===== src/rtl/spi_xfer_ctrl_if.sv =====
// Command/response channel bundle for spi_xfer_ctrl.
// master = command issuer / response consumer, slave = the sequencer.
interface spi_xfer_ctrl_if #(
    parameter int CHAR_LEN_BITS = 7,
    parameter int DIV_WIDTH     = 16,
    parameter int SS_NB         = 8
);
    logic                     cmd_valid;
    logic                     cmd_ready;
    logic [31:0]              cmd_data;
    logic [CHAR_LEN_BITS-1:0] cmd_len;
    logic [2:0]               cmd_mode;
    logic [SS_NB-1:0]         cmd_ss;
    logic                     cmd_last;
    logic [DIV_WIDTH-1:0]     cmd_div;
    logic                     rsp_valid;
    logic                     rsp_ready;
    logic [31:0]              rsp_data;

    modport master (
        output cmd_valid, cmd_data, cmd_len, cmd_mode, cmd_ss, cmd_last, cmd_div, rsp_ready,
        input  cmd_ready, rsp_valid, rsp_data
    );

    modport slave (
        input  cmd_valid, cmd_data, cmd_len, cmd_mode, cmd_ss, cmd_last, cmd_div, rsp_ready,
        output cmd_ready, rsp_valid, rsp_data
    );
endinterface


===== src/rtl/spi_xfer_ctrl.sv =====
// SPI transfer sequencer: command accept, shift-register load/go, sclk and edge
// strobes, slave selects, response channel. SPI_XFER_CTRL_IRQ_EN adds irq/irq_clr.
module spi_xfer_ctrl #(
    parameter int CHAR_LEN_BITS = 7,
    parameter int DIV_WIDTH     = 16,
    parameter int SS_NB         = 8
) (
    input  logic                     clk,
    input  logic                     rst_n,
    spi_xfer_ctrl_if.slave           bus,
    output logic [3:0]               sh_latch,
    output logic [3:0]               sh_byte_sel,
    output logic [31:0]              sh_p_in,
    output logic [CHAR_LEN_BITS-1:0] sh_len,
    output logic [2:0]               sh_mode,
    output logic                     sh_go,
    output logic                     sh_pos_edge,
    output logic                     sh_neg_edge,
    output logic                     sh_s_clk,
    input  logic                     sh_tip,
    input  logic                     sh_last,
    input  logic [31:0]              sh_p_out,
    output logic [SS_NB-1:0]         ss_pad_o,
`ifdef SPI_XFER_CTRL_IRQ_EN
    output logic                     irq,
    input  logic                     irq_clr,
`endif
    output logic                     busy
);

    typedef enum logic [2:0] {
        S_IDLE,
        S_LOAD,
        S_START,
        S_SHIFT,
        S_DONE
    } state_t;

    state_t                   state, state_nxt;
    logic [31:0]              data_q;
    logic [CHAR_LEN_BITS-1:0] len_q;
    logic [2:0]               mode_q;
    logic                     last_q;
    logic [DIV_WIDTH-1:0]     div_q;
    logic [DIV_WIDTH-1:0]     cnt;
    logic                     s_clk;
    logic                     term;
    logic                     go_sent;
    logic [31:0]              rsp_data_q;
    logic [SS_NB-1:0]         ss_pad_q;

    logic accept, shift_run, xfer_end, rsp_take, edge_tick;

    assign accept    = bus.cmd_valid && (state == S_IDLE);
    assign shift_run = (state == S_SHIFT) && sh_tip;
    assign xfer_end  = (state == S_SHIFT) && !sh_tip;
    assign rsp_take  = (state == S_DONE) && bus.rsp_ready;
    // Once the terminating strobe is out, no further strobes until the shifter drops tip.
    assign edge_tick = (state == S_SHIFT) && (cnt == '0) && !term;

    assign sh_pos_edge  = edge_tick && !s_clk;
    assign sh_neg_edge  = edge_tick && s_clk;
    assign sh_s_clk     = s_clk;
    assign sh_len       = len_q;
    assign sh_mode      = mode_q;
    assign ss_pad_o     = ss_pad_q;
    assign bus.rsp_data = rsp_data_q;

    always_comb begin
        state_nxt     = state;
        sh_latch      = 4'b0000;
        sh_byte_sel   = 4'h0;
        sh_p_in       = '0;
        sh_go         = 1'b0;
        bus.cmd_ready = 1'b0;
        bus.rsp_valid = 1'b0;
        busy          = 1'b1;
        case (state)
            S_IDLE: begin
                bus.cmd_ready = 1'b1;
                busy          = 1'b0;
                if (accept) state_nxt = S_LOAD;
            end
            S_LOAD: begin
                sh_latch    = 4'b0001;
                sh_byte_sel = 4'hF;
                sh_p_in     = data_q;
                state_nxt   = S_START;
            end
            S_START: begin
                sh_go = !go_sent;
                if (sh_tip) state_nxt = S_SHIFT;
            end
            S_SHIFT: begin
                if (!sh_tip) state_nxt = S_DONE;
            end
            S_DONE: begin
                bus.rsp_valid = 1'b1;
                if (bus.rsp_ready) state_nxt = S_IDLE;
            end
            default: state_nxt = S_IDLE;
        endcase
    end

    always_ff @(posedge clk or negedge rst_n) begin
        if (!rst_n) begin
            state      <= S_IDLE;
            data_q     <= '0;
            len_q      <= '0;
            mode_q     <= '0;
            last_q     <= 1'b0;
            div_q      <= '0;
            cnt        <= '0;
            s_clk      <= 1'b0;
            term       <= 1'b0;
            go_sent    <= 1'b0;
            rsp_data_q <= '0;
            ss_pad_q   <= '1;
        end else begin
            state   <= state_nxt;
            go_sent <= (state == S_START);

            if (accept) begin
                data_q   <= bus.cmd_data;
                len_q    <= bus.cmd_len;
                mode_q   <= bus.cmd_mode;
                last_q   <= bus.cmd_last;
                div_q    <= bus.cmd_div;
                ss_pad_q <= ~bus.cmd_ss;
            end else if (rsp_take && last_q) begin
                ss_pad_q <= '1;
            end

            if (xfer_end) rsp_data_q <= sh_p_out;

            // Each sclk phase spans div+1 clocks; a zero count with last set
            // yields one extra pos strobe that does not move sclk.
            if (shift_run) begin
                if (cnt == '0) begin
                    cnt <= div_q;
                    if (!term) begin
                        if (s_clk)        s_clk <= 1'b0;
                        else if (sh_last) term  <= 1'b1;
                        else              s_clk <= 1'b1;
                    end
                end else begin
                    cnt <= cnt - DIV_WIDTH'(1);
                end
            end else begin
                cnt   <= (state == S_START) ? div_q : '0;
                s_clk <= 1'b0;
                term  <= 1'b0;
            end
        end
    end

`ifdef SPI_XFER_CTRL_IRQ_EN
    always_ff @(posedge clk or negedge rst_n) begin
        if (!rst_n)                 irq <= 1'b0;
        else if (xfer_end)          irq <= 1'b1;
        else if (irq_clr || accept) irq <= 1'b0;
    end
`endif

endmodule


===== src/flat_wrapper.sv =====
// flat-port wrapper written by rule: the top's interface ports become plain ports
module spi_xfer_ctrl_flat 
#(
    parameter int CHAR_LEN_BITS = 7,
    parameter int DIV_WIDTH     = 16,
    parameter int SS_NB         = 8
)
  (clk, rst_n, sh_latch, sh_byte_sel, sh_p_in, sh_len, sh_mode, sh_go, sh_pos_edge, sh_neg_edge, sh_s_clk, sh_tip, sh_last, sh_p_out, ss_pad_o, busy, bus_cmd_valid, bus_cmd_data, bus_cmd_len, bus_cmd_mode, bus_cmd_ss, bus_cmd_last, bus_cmd_div, bus_rsp_ready, bus_cmd_ready, bus_rsp_valid, bus_rsp_data);
  spi_xfer_ctrl_if #(.CHAR_LEN_BITS(CHAR_LEN_BITS), .DIV_WIDTH(DIV_WIDTH), .SS_NB(SS_NB)) bus_i ();
  input  logic clk;
  input  logic rst_n;
  output logic [3:0] sh_latch;
  output logic [3:0] sh_byte_sel;
  output logic [31:0] sh_p_in;
  output logic [CHAR_LEN_BITS-1:0] sh_len;
  output logic [2:0] sh_mode;
  output logic sh_go;
  output logic sh_pos_edge;
  output logic sh_neg_edge;
  output logic sh_s_clk;
  input  logic sh_tip;
  input  logic sh_last;
  input  logic [31:0] sh_p_out;
  output logic [SS_NB-1:0] ss_pad_o;
  output logic busy;
  input wire logic [$bits(bus_i.cmd_valid)-1:0] bus_cmd_valid;
  input wire logic [$bits(bus_i.cmd_data)-1:0] bus_cmd_data;
  input wire logic [$bits(bus_i.cmd_len)-1:0] bus_cmd_len;
  input wire logic [$bits(bus_i.cmd_mode)-1:0] bus_cmd_mode;
  input wire logic [$bits(bus_i.cmd_ss)-1:0] bus_cmd_ss;
  input wire logic [$bits(bus_i.cmd_last)-1:0] bus_cmd_last;
  input wire logic [$bits(bus_i.cmd_div)-1:0] bus_cmd_div;
  input wire logic [$bits(bus_i.rsp_ready)-1:0] bus_rsp_ready;
  output wire logic [$bits(bus_i.cmd_ready)-1:0] bus_cmd_ready;
  output wire logic [$bits(bus_i.rsp_valid)-1:0] bus_rsp_valid;
  output wire logic [$bits(bus_i.rsp_data)-1:0] bus_rsp_data;
  assign bus_i.cmd_valid = bus_cmd_valid;
  assign bus_i.cmd_data = bus_cmd_data;
  assign bus_i.cmd_len = bus_cmd_len;
  assign bus_i.cmd_mode = bus_cmd_mode;
  assign bus_i.cmd_ss = bus_cmd_ss;
  assign bus_i.cmd_last = bus_cmd_last;
  assign bus_i.cmd_div = bus_cmd_div;
  assign bus_i.rsp_ready = bus_rsp_ready;
  assign bus_cmd_ready = bus_i.cmd_ready;
  assign bus_rsp_valid = bus_i.rsp_valid;
  assign bus_rsp_data = bus_i.rsp_data;
  spi_xfer_ctrl #(.CHAR_LEN_BITS(CHAR_LEN_BITS), .DIV_WIDTH(DIV_WIDTH), .SS_NB(SS_NB)) u_core (.clk(clk), .rst_n(rst_n), .bus(bus_i), .sh_latch(sh_latch), .sh_byte_sel(sh_byte_sel), .sh_p_in(sh_p_in), .sh_len(sh_len), .sh_mode(sh_mode), .sh_go(sh_go), .sh_pos_edge(sh_pos_edge), .sh_neg_edge(sh_neg_edge), .sh_s_clk(sh_s_clk), .sh_tip(sh_tip), .sh_last(sh_last), .sh_p_out(sh_p_out), .ss_pad_o(ss_pad_o), .busy(busy));
endmodule

===== config.mk =====
export PLATFORM = sky130hd
export DESIGN_NAME = spi_xfer_ctrl_flat
export DESIGN_NICKNAME = d
export VERILOG_FILES = /design/src/rtl/spi_xfer_ctrl_if.sv /design/src/rtl/spi_xfer_ctrl.sv /design/src/flat_wrapper.sv
export SDC_FILE = /design/constraint.sdc
export NUM_CORES = 1
export LEC_CHECK = 0
export BUFFER_PORTS_ARGS = -buffer_cell sky130_fd_sc_hd__clkbuf_2
export CORE_ASPECT_RATIO = 1.4
export CORE_UTILIZATION = 49
export CTS_CLUSTER_DIAMETER = 40
export DETAILED_ROUTE_END_ITERATION = 10
export PLACE_DENSITY = 0.8
export REMOVE_ABC_BUFFERS = 1
export SETUP_SLACK_MARGIN = 0.3
export SLEW_MARGIN = 20
export SYNTH_ARGS = -nofsm -noshare
export SYNTH_HDL_FRONTEND = slang
export SYNTH_SLANG_ARGS = --single-unit

===== constraint.sdc =====
create_clock -name clk -period 2.8 [get_ports clk]
set_input_delay 0.42 -clock clk [delete_from_list [all_inputs] [get_ports clk]]
set_output_delay 0.42 -clock clk [all_outputs]
set_load 0.05 [all_outputs]

# Yosys cells after proc, flatten, opt, wreduce, memory -nomap -nowiden
# Cells that the tools add are included.
[totals]
ff_bits = 121
inputBits = 105
out_inout_bits = 97
elab_cells = 69
[op_classes]
addsub = 1
eq_ne = 10
mux = 27
bitwise = 1
n_reduce_logical = 18
[op_table]
columns = ["cell", "n"]
rows = [
  ["16-bit two-way mux", 3],
  ["32-bit two-way mux", 1],
  ["16-bit zero test", 1],
  ["8-bit two-way mux", 2],
  ["16-bit by 1-bit subtractor with 16-bit output, second input constant", 1],
  ["1-bit two-way mux", 15],
  ["3-bit one-hot mux with 5 select lines", 1],
  ["3-bit two-way mux", 4],
  ["2-bit != test, second input constant", 5],
  ["1-bit logical AND", 9],
  ["8-bit inverter", 1],
  ["3-bit by 2-bit == test with 1-bit output, second input constant", 2],
  ["1-bit zero test", 4],
  ["4-bit two-way mux", 1],
  ["4-bit AND reduction", 1],
  ["3-bit by 1-bit == test with 1-bit output, second input constant", 1],
  ["3-bit == test, second input constant", 1],
  ["3-bit zero test", 1],
  ["2-bit by 1-bit != test with 1-bit output, second input constant", 1],
  ["2-bit AND reduction", 1],
  ["2-bit nonzero test", 1],
]

# Depth between registers and ports, before layout
# Gate-level depths: netlist (run 1).
[depth]
word_depth = 5
ltp_mapped = 7
depth_no_buf = 6

# Least setup slack after synthesis (run 1)
# No wires, ideal clock.
[synth_timing]
path_kind = "register to output"
start = "register u_core.cnt[0]"
end = "output sh_neg_edge"
arrival_ns = 2.329
t_required_ns = 2.380
slack_ns = 0.051
path_stages_with_launch = 7
path_buffers = 1
path_cell_list = "dfrtp_1 inv_1 ha_1 or3b_2 clkbuf_1 or4_1 nor2_1"
[synth_between]
elab_chain_len = 4
[synth_rtl]
columns = ["item", "line_no", "source"]
rows = [
  ["from (decl)", "spi_xfer_ctrl.sv:45", "logic [DIV_WIDTH-1:0] cnt;"],
  ["from (signal assigned)", "spi_xfer_ctrl.sv:140", "cnt <= div_q;"],
  ["from (signal assigned)", "spi_xfer_ctrl.sv:147", "cnt <= cnt - DIV_WIDTH'(1);"],
  ["from (signal assigned)", "spi_xfer_ctrl.sv:150", "cnt <= (state == S_START) ? div_q : '0;"],
  ["16-bit zero test", "spi_xfer_ctrl.sv:59", "assign edge_tick = (state == S_SHIFT) && (cnt == '0) && !term;"],
  ["1-bit logical AND (2 in series)", "spi_xfer_ctrl.sv:59", ""],
  ["1-bit logical AND", "spi_xfer_ctrl.sv:62", "assign sh_neg_edge = edge_tick && s_clk;"],
  ["to (decl)", "flat_wrapper.sv:19", "output logic sh_neg_edge;"],
]
# Every way passes these cells.

# Worst setup path in the final report (run 1)
[layout_timing]
start = "register u_core.cnt[11]"
end = "output sh_pos_edge"
[layout_between]
elab_chain_len = 4
[layout_rtl]
columns = ["item", "line_no", "source"]
rows = [
  ["16-bit zero test", "spi_xfer_ctrl.sv:59", ""],
  ["1-bit logical AND (2 in series)", "spi_xfer_ctrl.sv:59", ""],
  ["1-bit logical AND", "spi_xfer_ctrl.sv:61", "assign sh_pos_edge = edge_tick && !s_clk;"],
  ["to (decl)", "flat_wrapper.sv:18", "output logic sh_pos_edge;"],
]
# Every way passes these cells.

==> flow_summary.json, run 1 <==
{
  "grt_start_max_net_pins": 43,
  "synth_area_mm2": 0.005263,
  "start_util": 0.5058,
  "drtPass1Iterations": 4,
  "die_area_mm2": 0.01116,
  "hold_slack_ns": 0.1530,
  "drt_iter0_drc": 137,
  "fin_skew_ns": 0.01028,
  "cts_root_buf": "clkbuf_16",
  "grt_usage": 0.2275,
  "numCtsBuffers": 17,
  "critical_path_class": "reg -> out",
  "rr_endpoint": "u_core.cnt[3]",
  "portBuffers": 198,
  "synth_edf_count": 0,
  "clk_path_buf_depth": 2,
  "tritoncts": "yes",
  "hold_path.class": "in -> reg",
  "fp.coreArea_mm2": 0.01041,
  "gp_congestion": 0.7958,
  "antenna_found_initial": 0,
  "num_vias": 3801,
  "r2r.worst_path.cells": 5,
  "drv_slew": 0,
  "clk_latency_ns": 0.40,
  "path_clk_slew_ns": 0.05,
  "rows": 44,
  "cp_data_required_time_ns": 2.38,
  "outcome": "finished clean",
  "tightest_slew_ns": 0.6652,
  "postSynthRegisterBits": 121,
  "yosys-top-cells-area": "dfrtp_1 54%, mux2_2 19%, dfstp_2 4.0%",
  "grt_pass1_wl_mm": 19.11,
  "cp.arrival_ns": 2.21,
  "wirelength_mm": 11.82,
  "async_reset_ff_frac": 1.000,
  "rsz0062_at_grt": "true",
  "r2r_slack_ns": 0.76,
  "yosysTopAreaCellShare": 0.5373,
  "htree_levels": 4,
  "synth_flop_cell": "dfrtp_1",
  "utilization": 0.6754,
  "critPathMaxFanout": 4,
  "wl_per_cell_um": 15.79,
  "crit_start": "u_core.cnt[11]",
  "diodes": 0,
  "endpoint": "sh_pos_edge",
  "die_w_um": 89.59,
  "max_slew_margin": 0.5566,
  "endpoint_kind": "output port",
  "worstReg2RegStart": "u_core.cnt[11]",
  "grt_pass1_vias": 4025,
  "fin_crit_sh": 0.9392,
  "layout-drive-gt1-share": 0.5777,
  "avgSynthCellArea_um2": 13.42,
  "cts.sinks": 121,
  "synth.distinct_cells": 48,
  "power_mw": 10.01,
  "nets": 705,
  "max_freq_mhz": 380.3,
  "seq_area_frac_synth": 0.5773,
  "place_area_mm2": 0.006345,
  "ant_nets": 0,
  "drv_cap": 0,
  "netlist_instances": 392,
  "irDropWorstVdd_mv": 0.8302,
  "yosys_warnings": 0,
  "hold_viol": 0,
  "start_kind": "register",
  "fin_crit_ns": 2.630,
  "area_growth_pct": 33.55,
  "die_y_um": 124.6,
  "drcViolationCount": 0,
  "vias_per_cell": 5.075,
  "grt_overflow": 0,
  "synth_top_area_cell": "dfrtp_1",
  "dp_hpwl_mm": 8.504,
  "p_leak_nw": 3.384,
  "io_pins": 202,
  "setup_viol": 0,
  "stdcell_area_mm2": 0.007028,
  "cellPowerDensity_mw_per_mm2": 1425
}
-- per-layer routing --
| layer | wire length [um] | up-vias | GRT usage |
|---|---|---|---|
| li1 | - | 1774 | - |
| met1 | 4496 | 1877 | 0.2556 |
| met2 | 6418 | 126 | 0.3899 |
| met3 | 612 | 24 | 0.06296 |
| met4 | 296 | 0 | 0.1027 |
| met5 | 0 | - | 0 |
-- cell usage in the layout, fill, tap and decap left out, types with 6 or more instances in the layout --
| master | count |
|---|---|
| inv_1 | 7 |
| clkbuf_2 | 195 |
| o2bb2ai_1 | 15 |
| xor2_1 | 9 |
| and2_1 | 32 |
| buf_4 | 13 |
| mux2_2 | 88 |
| clkbuf_16 | 17 |
| nor2_1 | 17 |
| dfstp_2 | 8 |
| a21oi_1 | 11 |
| nand2_1 | 7 |
| nand3_1 | 6 |
| dfrtp_1 | 112 |
-- cells in the mapped netlist, drive strengths merged (2+ instances only) --
master and number:
mux2 91, xnor2 3, o2bb2ai 15, nor2 20, nor4 4, nor3 4
nand3 6, nand4 4, dfstp 8, ha 2, and2 32, a21oi 11
nor3b 3, clkbuf 4, buf 24, inv 8, nor4b 2, xor2 9
nand2 7, dfrtp 113, o21ai 2, o31ai 2
-- through the flow --
stage / instances / worst slack, ns / TNS [ns]
5_1_grt: 749 / 0.09442 / 0
3_3_place_gp: 710 / 0.3820 / 0
4_1_cts: 748 / 0.1938 / 0
6_report: 749 / 0.1703 / 0
3_5_place_dp: 710 / 0.3238 / 0
2_1_floorplan: 366 / -5.483 / -225.61
-- area by class of cell --
| class | count | area [um^2] |
|---|---|---|
| fillers | 765 | 3377 |
| repair buffers | 213 | 1145 |
| inverters | 8 | 30.03 |
| clock inverters | 8 | 97.59 |
| flip-flops and latches | 121 | 3039 |
| multi-input cells | 237 | 2062 |
| clock buffers | 24 | 481.7 |
| well taps | 138 | 172.7 |
-- what timing repair did --
action	in CTS	in global routing
endpoints found under the setup margin	2	10
hold buffers	1	0
pin swaps	4	2
buffers inserted	5	1
gates resized for setup	10	6
hold endpoints to repair	31	0
-- critical path: stages, from the launching register on --
cell and delay [ns]:
dfrtp_1 0.41, nor4_4 0.41, nand4_4 0.14, or4_4 0.58, nor2_4 0.13, buf_8 0.15
-- kinds of logic after synthesis --
kind of cell,share of synthesized area
mux,0.1966
other cells,0.0007126
xor+xnor,0.01997
buf+inv,0.03828
simple gates,0.1096
fa+ha+maj,0.004754
compound gates,0.05278
flops,0.5773
-- state kept, by name, summed over array words and instances, names as in the netlist --
signal / cells
u_core.bus.rsp_data: 32
u_core.data_q: 32
u_core.cnt: 16
u_core.div_q: 16
u_core.ss_pad_o: 8
u_core.sh_len: 7
u_core.sh_mode: 3
u_core.state: 3
u_core.go_sent: 1
u_core.last_q: 1
u_core.sh_s_clk: 1
u_core.term: 1
-- worst min-delay path by stage --
stage	from	end	depth (start not counted)
after floorplan	rst_n	u_core.bus.rsp_data[0]	0
after global placement	rst_n	u_core.div_q[5]	1
after detailed placement	rst_n	u_core.div_q[4]	1
after CTS	bus_cmd_ss[6]	u_core.ss_pad_o[6]	2
after global routing	bus_cmd_ss[6]	u_core.ss_pad_o[6]	2
final	bus_cmd_ss[6]	u_core.ss_pad_o[6]	2
-- power by group --
| group | switching [mW] | internal, mW | total (mW) |
|---|---|---|---|
| combinational | 3.17 | 1.59 | 4.76 |
| clock | 0.726 | 1.38 | 2.10 |
| sequential | 0.515 | 2.64 | 3.15 |
| total | 4.41 | 5.60 | 10.0 |
No activity file was read; power rests on OpenSTA's default activity.
==> inputs of run 2 (changes only) <==
--- a/config.mk
+++ b/config.mk
@@ -6,14 +6,17 @@
 export NUM_CORES = 1
 export LEC_CHECK = 0
 export BUFFER_PORTS_ARGS = -buffer_cell sky130_fd_sc_hd__clkbuf_2
+export CELL_PAD_IN_SITES_DETAIL_PLACEMENT = 1
+export CELL_PAD_IN_SITES_GLOBAL_PLACEMENT = 1
 export CORE_ASPECT_RATIO = 1.4
-export CORE_UTILIZATION = 49
+export CORE_UTILIZATION = 38
 export CTS_CLUSTER_DIAMETER = 40
 export DETAILED_ROUTE_END_ITERATION = 10
-export PLACE_DENSITY = 0.8
+export PLACE_DENSITY_LB_ADDON = 0.1
 export REMOVE_ABC_BUFFERS = 1
 export SETUP_SLACK_MARGIN = 0.3
 export SLEW_MARGIN = 20
 export SYNTH_ARGS = -nofsm -noshare
 export SYNTH_HDL_FRONTEND = slang
 export SYNTH_SLANG_ARGS = --single-unit
+export TNS_END_PERCENT = 5
==> run 2 against run 1 <==
Effect of this change:
- core utilization shrank 15 points
- critical path type unchanged
- register-to-register slack worse by 0.02 ns
- non-clock buffer count unchanged
- count of clock-buffer cells in the layout is 1 higher
- fmax up 1.5%
- first-iteration DRC count decreased by 43%
- final cell count grew 5.7%
- wire length grew 11%
- clock skew decreased by 0.0027 ns
- total power grew 2.1%
- sequential power about the same
- combinational power about the same
==> flow_summary.json, run 2 (synthesis results as in run 1) <==
{
  "cp.arrival_ns": 2.17,
  "cp_data_required_time_ns": 2.38,
  "fp.coreArea_mm2": 0.01345,
  "final_cell_mix": "195 x clkbuf_2, 111 x dfrtp_1, 88 x mux2_2, 32 x and2_1",
  "finalWorstSetupSlack_ns": 0.2094,
  "grt_pass1_vias": 4232,
  "hold_viol": 0,
  "area_growth_pct": 35.33,
  "fin_crit_sh": 0.9252,
  "clk_latency_ns": 0.40,
  "dp_hpwl_mm": 9.620,
  "rsz0062_at_grt": "true",
  "grt_overflow": 0,
  "endpoint_kind": "output port",
  "post-place-ws_ns": 0.2947,
  "max_freq_mhz": 386.0,
  "layout-drive-gt1-share": 0.5803,
  "numCtsBuffers": 17,
  "r2r_slack_ns": 0.74,
  "hold_path.class": "in -> async",
  "crit_chain": "nor4_4 > nand4_4 > or4_4 > nor2_1 > clkbuf_8",
  "ant_nets": 0,
  "die_y_um": 141.2,
  "setup_viol": 0,
  "portBuffers": 198,
  "irDropWorstVdd_mv": 0.7182,
  "grt_usage": 0.1989,
  "p_leak_nw": 3.411,
  "grt_start_max_net_pins": 59,
  "tightest_slew_ns": 0.7702,
  "fin_crit_ns": 2.591,
  "start_util": 0.3913,
  "nFillCells": 1466,
  "critPathMaxFanout": 2,
  "cellPowerDensity_mw_per_mm2": 1435,
  "drv_slew": 0,
  "ctsHoldBuffers": 0,
  "rr_endpoint": "u_core.cnt[8]",
  "worstReg2RegStart": "u_core.cnt[1]",
  "slowest_delay_ns": 0.54,
  "utilization": 0.5295,
  "drtPass1Iterations": 4,
  "drv_cap": 0,
  "antenna_found_initial": 0,
  "vias_per_cell": 4.835,
  "max_slew_margin": 0.4865,
  "nets": 705,
  "r2r.worst_path.cells": 6,
  "cts_root_buf": "clkbuf_16",
  "path_clk_slew_ns": 0.05,
  "diodes": 0,
  "clk_path_buf_depth": 2,
  "die_w_um": 101.5,
  "grt_pass1_wl_mm": 21.39,
  "drt_iter0_drc": 78,
  "start_kind": "register",
  "outcome": "finished clean",
  "rows": 50,
  "cp.buffers_inverters": 1,
  "crit_slowest_cell": "or4_4",
  "gp_congestion": 0.7298,
  "critPathTopFamily": "simple AND/OR/NAND/NOR gates",
  "final_common_cell": "clkbuf_2",
  "io_pins": 202,
  "tritoncts": "yes",
  "num_vias": 3829,
  "critical_path_class": "reg -> out",
  "drcViolationCount": 0,
  "fin_tns_setup_ns": 0,
  "fin_skew_ns": 0.007533,
  "wl_per_cell_um": 16.50,
  "wirelength_mm": 13.07,
  "die_area_mm2": 0.01433,
  "cts.sinks": 121,
  "htree_levels": 4
}
[run 2: worst max-delay path by stage]
| stage | start | end | slack [ns] | depth (start not counted) |
|---|---|---|---|---|
| 2_1_floorplan | u_core.state[2] | sh_p_in[0] | -5.48 | 2 |
| 3_3_place_gp | u_core.cnt[0] | sh_pos_edge | 0.36 | 6 |
| 3_5_place_dp | u_core.cnt[0] | sh_neg_edge | 0.29 | 6 |
| 4_1_cts | u_core.cnt[11] | sh_neg_edge | 0.18 | 5 |
| 5_1_grt | u_core.cnt[12] | sh_neg_edge | 0.13 | 5 |
| 6_report | u_core.cnt[11] | sh_pos_edge | 0.21 | 5 |
[run 2: per-layer routing]
metal,part of all wire,GRT usage,vias to the layer above
li1,-,-,1776
met1,0.38,0.2159,1916
met2,0.54,0.3520,124
met3,0.068,0.06792,13
met4,0.016,0.07551,0
met5,0,0,-
[run 2: timing repair]
action	4_1_cts	5_1_grt
pin swaps	4	1
setup endpoints to repair	2	11
setup buffers	7	0
resized for setup	9	1
[run 2: power breakdown]
part	internal [mW]	total (mW)	switching, mW
Combinational	1.61	4.79	3.18
Sequential	2.64	3.15	0.511
Clock	1.54	2.28	0.747
[run 2: cell type report]
type,instances,area [um^2],share of cell area
Timing Repair Buffer,213,1149,0.1613
Clock buffer,25,515.5,0.07238
Multi-Input combinational cell,237,2049,0.2878
Sequential cell,121,3040,0.4269
Tap cell,182,227.7,0.03197
Clock inverter,6,110.1,0.01546
Inverter,8,30.03,0.004216
[run 2: metrics by stage]
| stage | hold slack, ns | cells | cell area (um^2) | total power, mW |
|---|---|---|---|---|
| floorplan | 0.1244 | 366 | 5099 | 6.633 |
| global placement | 0.4644 | 754 | 6412 | 7.800 |
| detailed placement | 0.4715 | 754 | 6412 | 7.946 |
| CTS | 0.1086 | 792 | 7121 | 10.37 |
| global route | 0.1397 | 792 | 7122 | 10.78 |
| finish | 0.08329 | 792 | 7122 | 10.22 |
==> inputs of run 3 (changes only) <==
--- a/config.mk
+++ b/config.mk
@@ -6,13 +6,11 @@
 export NUM_CORES = 1
 export LEC_CHECK = 0
 export BUFFER_PORTS_ARGS = -buffer_cell sky130_fd_sc_hd__clkbuf_2
-export CELL_PAD_IN_SITES_DETAIL_PLACEMENT = 1
-export CELL_PAD_IN_SITES_GLOBAL_PLACEMENT = 1
 export CORE_ASPECT_RATIO = 1.4
-export CORE_UTILIZATION = 38
+export CORE_UTILIZATION = 49
 export CTS_CLUSTER_DIAMETER = 40
 export DETAILED_ROUTE_END_ITERATION = 10
-export PLACE_DENSITY_LB_ADDON = 0.1
+export PLACE_DENSITY = 0.8
 export REMOVE_ABC_BUFFERS = 1
 export SETUP_SLACK_MARGIN = 0.3
 export SLEW_MARGIN = 20
==> run 3 against run 2 <==
Effect of this change:
- flip-flop and latch count did not move
- clock skew is 0.0027 ns higher
- count of clock-buffer cells in the layout is 1 lower
- via count down 0.78%
- design area fell by 1.4%
- first-iteration DRC count rose by 73%
- register-to-register slack better by 0.02 ns
- clock power fell by 8%
- global-route usage increased by 2.9 points
- setup slack lost 0.039 ns
- largest power group unchanged
==> flow_summary.json, run 3 (synthesis results as in run 1) <==
{
  "power_mw": 10.01,
  "layout-drive-gt1-share": 0.5777,
  "num_vias": 3799,
  "vias_per_cell": 5.072,
  "area_growth_pct": 33.48,
  "wirelength_mm": 11.82,
  "grt_pass1_wl_mm": 19.11,
  "antenna_found_initial": 0,
  "clk_latency_ns": 0.40,
  "worstReg2RegStart": "u_core.cnt[11]",
  "grt_usage": 0.2275,
  "grt_start_max_net_pins": 43,
  "crit_slowest_cell": "or4_4",
  "cts_root_buf": "clkbuf_16",
  "p_leak_nw": 3.384,
  "place_area_mm2": 0.006345,
  "r2r_slack_ns": 0.76,
  "fin_skew_ns": 0.01028,
  "hold_path.class": "in -> reg",
  "post-place-ws_ns": 0.3238,
  "final_common_cell": "clkbuf_2",
  "clk_path_buf_depth": 2,
  "dp_hpwl_mm": 8.504,
  "path_clk_slew_ns": 0.05,
  "htree_levels": 4,
  "gp_congestion": 0.7958,
  "critical_path_class": "reg -> out",
  "diodes": 0,
  "max_freq_mhz": 380.3,
  "rsz0062_at_grt": "true",
  "cellPowerDensity_mw_per_mm2": 1425,
  "dp_cells": 710,
  "hold_slack_ns": 0.1530,
  "drv_cap": 0,
  "die_area_mm2": 0.01116,
  "tightest_slew_ns": 0.6652,
  "die_w_um": 89.59,
  "start_kind": "register",
  "drcViolationCount": 0,
  "cp_data_required_time_ns": 2.38,
  "rr_endpoint": "u_core.cnt[3]",
  "grt_overflow": 0,
  "fin_crit_sh": 0.9392,
  "endpoint_kind": "output port",
  "wl_per_cell_um": 15.78,
  "tritoncts": "yes",
  "grt_pass1_vias": 4025,
  "critPathMaxFanout": 4,
  "drt_iter0_drc": 135,
  "finalWorstSetupSlack_ns": 0.1703,
  "start_util": 0.5058,
  "hp-start": "bus_cmd_ss[6]",
  "fp.coreArea_mm2": 0.01041,
  "nets": 705,
  "holdPathEnd": "u_core.ss_pad_o[6]",
  "portBuffers": 198,
  "hold_viol": 0,
  "cts.sinks": 121,
  "max_slew_margin": 0.5566,
  "rows": 44,
  "crit_chain": "nor4_4 > nand4_4 > or4_4 > nor2_4 > buf_8",
  "die_y_um": 124.6,
  "r2r.worst_path.cells": 5,
  "fin_tns_setup_ns": 0,
  "stdcell_area_mm2": 0.007024,
  "stdcell_count": 749,
  "slowest_delay_ns": 0.58,
  "ant_nets": 0,
  "cp.arrival_ns": 2.21,
  "utilization": 0.6751,
  "worst_hold_path.num_cells": 2,
  "numCtsBuffers": 17,
  "outcome": "finished clean",
  "setup_viol": 0,
  "irDropWorstVdd_mv": 0.8302,
  "final_cell_mix": "195 x clkbuf_2, 112 x dfrtp_1, 88 x mux2_2, 32 x and2_1",
  "io_pins": 202,
  "drv_slew": 0,
  "drtPass1Iterations": 4,
  "fin_crit_ns": 2.630
}
==> run 3: changes by cell type in the layout (fill, tap and decap cells not counted), moves of 2 or more <==
cell,change
clkbuf_1,+2
clkinv_2,+2
clkbuf_8,-5
nor2_4,+2
buf_8,+2
nor2_2,-2
==> run 3: timing repair <==
action	in CTS	in global routing
resized for setup	10	5
pin swaps	4	2
setup endpoints to repair	2	10
hold endpoints to repair	31	0
buffers inserted	5	1
hold buffers	1	0
==> run 3: layer usage <==
layer	routed length [um]	track usage	vias up
met3	612	0.06296	24
met2	6421	0.3899	126
met4	296	0.1027	0
met1	4489	0.2556	1875
met5	0	0	-
li1	-	-	1774
==> run 3: report_power, final <==
| part | leakage (nW) | switching, mW | internal, mW |
|---|---|---|---|
| logic | 1.66 | 3.17 | 1.59 |
| clock network | 0.276 | 0.726 | 1.38 |
| registers | 1.45 | 0.515 | 2.64 |
==> run 3: area by class of cell <==
type	count	area (um^2)
clock buffers	24	481.7
clock inverters	8	97.59
fillers	767	3381
inverters	8	30.03
multi-input cells	237	2062
flip-flops and latches	121	3039
well taps	138	172.7
repair buffers	213	1141
==> run 3: critical path, delay by kind of cell (launching register included) <==
kind | cells | cell delay, ns
buffers and inverters | 1 | 0.15
and+or+nand+nor | 4 | 1.26
DFF | 1 | 0.41
==> run 3: worst max path at each step <==
| stage | slack, ns | end | from | depth (start not counted) |
|---|---|---|---|---|
| 4_1_cts | 0.19 | sh_pos_edge | u_core.cnt[0] | 6 |
| 3_5_place_dp | 0.32 | sh_pos_edge | u_core.cnt[0] | 6 |
| 6_report | 0.17 | sh_pos_edge | u_core.cnt[11] | 5 |
| 5_1_grt | 0.09 | sh_pos_edge | u_core.cnt[11] | 5 |
| 2_1_floorplan | -5.48 | sh_p_in[0] | u_core.state[2] | 2 |
| 3_3_place_gp | 0.38 | sh_neg_edge | u_core.cnt[0] | 6 |
